**config.mk**
```make
export PLATFORM = sky130hd
export DESIGN_NAME = reg_file32
export DESIGN_NICKNAME = d
export VERILOG_FILES = /design/src/rtl/reg_file32.sv
export SDC_FILE = /design/constraint.sdc
export NUM_CORES = 2
export LEC_CHECK = 0
export CORE_MARGIN = 2
export CORE_UTILIZATION = 55
export DETAILED_ROUTE_END_ITERATION = 16
export GPL_TIMING_DRIVEN = 0
export PLACE_DENSITY = 0.72
export SLEW_MARGIN = 20
export SYNTH_ARGS = -nofsm -noshare
export SYNTH_HDL_FRONTEND = slang
export SYNTH_SLANG_ARGS = --single-unit
```
**constraint.sdc**
```tcl
create_clock -name clk -period 2.2 [get_ports clk]
set_input_delay 0.22 -clock clk [delete_from_list [all_inputs] [get_ports clk]]
set_output_delay 0.22 -clock clk [all_outputs]
set_load 0.005 [all_outputs]
```
**src/rtl/reg_file32.sv**
```systemverilog
// reg_file32 - 32-entry general-purpose register file for the single-cycle datapath.
//
// Ports:
//   clk, rst            clock (rising edge) and synchronous active-high reset
//   rs1_addr/rd1_data   read port 1 (ALU in1), combinational
//   rs2_addr/rd2_data   read port 2 (ALU in2 mux / store data), combinational
//   wr_en/wr_addr/wr_data  write-back port, one write per clock
//   dbg_addr/dbg_data   debug read port, combinational
//   wr_count            16-bit count of committed writes since reset (wraps)
//
// Optional feature macro: REGFILE_BYPASS_EN
//   defined   : a committing write forwards wr_data to any read port whose
//               address matches, in the same cycle (write-through)
//   undefined : read ports always return stored contents
module reg_file32 #(
  parameter int DATA_W   = 32,
  parameter int ADDR_W   = 5,
  parameter int ZERO_REG = 1
) (
  input  logic              clk,
  input  logic              rst,
  input  logic [ADDR_W-1:0] rs1_addr,
  input  logic [ADDR_W-1:0] rs2_addr,
  output logic [DATA_W-1:0] rd1_data,
  output logic [DATA_W-1:0] rd2_data,
  input  logic              wr_en,
  input  logic [ADDR_W-1:0] wr_addr,
  input  logic [DATA_W-1:0] wr_data,
  input  logic [ADDR_W-1:0] dbg_addr,
  output logic [DATA_W-1:0] dbg_data,
  output logic [15:0]       wr_count
);

  localparam int DEPTH = 1 << ADDR_W;

  logic [DEPTH-1:0][DATA_W-1:0] mem;
  logic                         commit;

  // A write commits only when enabled and not aimed at a hardwired r0.
  // wr_en is tested first so X on wr_addr cannot leak into commit.
  always_comb begin
    commit = 1'b0;
    if (wr_en)
      commit = !((ZERO_REG != 0) && (wr_addr == '0));
  end

  always_ff @(posedge clk) begin
    if (rst) begin
      mem      <= '0;
      wr_count <= '0;
    end else if (commit) begin
      mem[wr_addr] <= wr_data;
      wr_count     <= wr_count + 16'd1;
    end
  end

  // One read path shared by all three ports.
  function automatic logic [DATA_W-1:0] rd_port(input logic [ADDR_W-1:0] a);
    logic [DATA_W-1:0] d;
    d = mem[a];
`ifdef REGFILE_BYPASS_EN
    // commit already excludes r0 when hardwired; no forwarding during reset
    if (!rst && commit && (wr_addr == a))
      d = wr_data;
`endif
    if ((ZERO_REG != 0) && (a == '0))
      d = '0;
    return d;
  endfunction

  always_comb begin
    rd1_data = rd_port(rs1_addr);
    rd2_data = rd_port(rs2_addr);
    dbg_data = rd_port(dbg_addr);
  end

endmodule

```
==> results.md <==
- Status: finished with violations
- Failing checks: setup timing
- Drt pass-1 iters: 10
- Maximum number of pins on one net before global-route repair: 17
- Pwr Density: 650 nW/um^2
- Initial antenna violation count: 22
- Synth-to-layout area growth: 20.6%
- RSZ-0062 raised after global routing: yes
- GPL Wtd Cong: 1.11
- Die W: 337 um
- Synth area leader: dfxtp_1
- Critical Path Sink Type: output port
- Static Leak: 23.7 nW
- Req. time, crit path: 1.98 ns
- Hold Startpoint: wr_data[27]
- Crit Path Class: input pin to output port
- Max Transition Viols Final: 0
- Hold path endpoint: mem[1019]$_SDFFE_PP0P_
- Hold Slack: 0.201 ns
- CP max stage cell: nor2_1
- DRC violations left: 0
- Root buf cell: clkbuf_16
- Clock sink total: 1040
- Worst r2r src: wr_count[3]$_SDFFE_PP0P_
- Worst R2R Path Depth: 5
- Seq cells post-synth: 1040
- Starting density of the core: 55.3%
- Hold path cells: 3
- Critical path startpoint category: input pin
- Hold crit path type: input pin to flop
- Relative slew margins: 13.0%
- Slew @ Worst Pin: 1.30 ns
- Clock skew: 0.00458 ns
- Fmax: 0.339 GHz
- Final Core Density: 66.7%
- Buffer depth of the longest clock path: 3
- Register clock-pin slew on the reported worst setup and hold paths: 0.06 ns
- Worst endpoint data arrival time: 2.73 ns
- CP Max Fanout: 10
- WL final: 337000 um
- Final Setup Violations: 286
- Max-Cap Viols: 0
- Post-synth EDFFs: 0
- CTS H-tree depth: 3
- Total GRT Usage: 58.1%
- Row cnt: 122
- Post-synth top cells: nand2_1 (2074), dfxtp_1 (1040), a21oi_1 (1003), mux4_2 (672), clkbuf_1 (359)
- Mapped Cells: 6605
- Worst reg2reg endpoint: wr_count[15]$_SDFFE_PP0P_
- Cell Area, Synth: 60900 um^2
- Yosys warnings: 0
- TritonCTS clock tree: yes
- Syn Area/Cell: 9.23 um^2
- Worst vdd ir: 0.775 mV
- Top-count cell post-synth: nand2_1
- Crit path from: rs1_addr[0]
- Syn nets: 6661
- Die Ht: 337 um
- Total CTS buffers: 114
- Final period util: 134%
- Fin worst setup slack: -0.748 ns
- Share of cells above drive strength 1: 32.6%
- Top cell type's share of synthesized area: 34.2%
- Asr flop ratio synth: 0%
- Distinct cells, synth: 50
- Crit-path max cell delay: 0.56 ns
- Total gr overflow: 0
- Post-detailed-placement half-perimeter wirelength: 247000 um
- Clk_lat worst skew: 0.75 ns
- Antenna Violating Nets Remaining: 0
- Synth area leaders: dfxtp_1 (34%), mux4_2 (25%), nand2_1 (13%), a21oi_1 (8.2%), mux2i_1 (3.2%)
- Worst path cell trace: buf_4 > buf_8 > nor2_1 > buf_2 > a221oi_1 > o21ai_1 > a311oi_4 > buf_2
- Avg WL per Cell: 39.6 um
- CTS hold repair buffers: 0
- Vias: 63400
- I/O Buffers: 153
- DR iter-0 viols: 12400
- Pre-CTS WS: -2.60 ns
- Sequential area share after synthesis: 34.2%
- Fin crit period: 2.95 ns
- IO Pins: 167
- Synth Flop Type: dfxtp_1
- DIE AREA: 113000 um^2
- Crit path top cell by count: buf_2
- DR vias/cell: 7.45
- Reg2reg setup slack: 0.17 ns
- Final hold violations: 0
- Core Region: 110000 um^2
- Final #Nets: 6954
- Global-route wire length before repair: 453000 um
- Vias in the first global route: 59200
## cells by family after synthesis
group / after synthesis / share of synthesized area, %
XOR/XNOR: 3 / 0.0431
buffers and inverters: 725 / 5.90
AO/OA/AOI/OAI: 1567 / 14.9
AND/OR/NAND/NOR: 2307 / 15.2
flip-flops: 1040 / 34.2
adder cells (fa/ha/maj): 1 / 0.0205
multiplexers: 962 / 29.8
## sequential cells by signal, indices dropped and copies added (netlist names)
signal / cells
mem: 1024
wr_count: 16
## what timing repair did
item	CTS	global route
gates resized for setup	1534	266
buffers inserted	15	14
pin swaps	227	113
endpoints found under the hold margin	0	0
setup endpoints to repair	775	653
gates cloned	1	0
## worst max-delay path, delay by kind of cell
kind,cells,cell delay [ns]
compound gates,3,0.74
simple gates,1,0.56
buf+inv,4,1.18
## how the worst max path moves through the flow
stage | endpoint | slack [ns] | depth (start not counted)
3_3_place_gp | rd2_data[18] | -2.60 | 8
5_1_grt | rd2_data[19] | -0.61 | 4
6_report | rd1_data[20] | -0.75 | 8
4_1_cts | dbg_data[17] | -0.56 | 5
2_1_floorplan | rd2_data[11] | 0.42 | 6
3_5_place_dp | rd2_data[18] | -2.60 | 8
## per-stage QoR
step / total power, W / area, um^2 / std cells / setup TNS, ns
2_1_floorplan: 0.0223 / 60900 / 6605 / 0
3_3_place_gp: 0.0253 / 64300 / 8246 / -1028.93
3_5_place_dp: 0.0253 / 64400 / 8247 / -1054.08
4_1_cts: 0.0467 / 72500 / 8472 / -40.75
5_1_grt: 0.0480 / 73500 / 8487 / -45.05
6_report: 0.0478 / 73500 / 8506 / -62.05
## per-layer routing
| layer | wire (um) | global-route usage (%) | up-vias |
|---|---|---|---|
| li1 | - | - | 24500 |
| met4 | 35700 | 47.7 | 30 |
| met3 | 62700 | 33.7 | 1996 |
| met1 | 107000 | 65.8 | 30500 |
| met2 | 131000 | 78.3 | 6420 |
| met5 | 547 | 2.51 | - |
## layout make-up
class                           instances  area [um^2]
Sequential cell                      1040        21200
Tap cell                             1488         1860
Clock inverter                         57          840
Timing Repair Buffer                  184         1340
Clock buffer                          158         3270
Buffer                                712         4400
Multi-Input combinational cell       4840        40600
Inverter                                6         22.5
Fill cell                            8931        36700
Antenna cell                           21         52.6
## placed cells by master, fill, tap and decap left out, drive strengths merged, types with 4 or more instances in the layout
cell           instances
nand2               2074
o31ai                  7
and2                  11
or2                    4
o2111ai               29
nor2b                135
buf                  476
mux2i                193
or4                   11
or3                    4
a221oi                69
clkinv                28
inv                    9
a311oi                96
clkdlybuf4s50         53
dfxtp               1040
bufinv                17
clkinvlp               9
diode                 21
nor2                  39
clkbuf               522
a21oi               1003
o21ai                170
mux4                 672
nand2b                 5
a22oi                 96
mux2                  97
a211oi                96
## power by group
group / total, W / switching [W] / internal (W)
sequential: 0.0191 / 0.000161 / 0.0190
combinational: 0.00715 / 0.00509 / 0.00206
clock: 0.0215 / 0.00913 / 0.0124
Power figures use the tool's default switching activity.
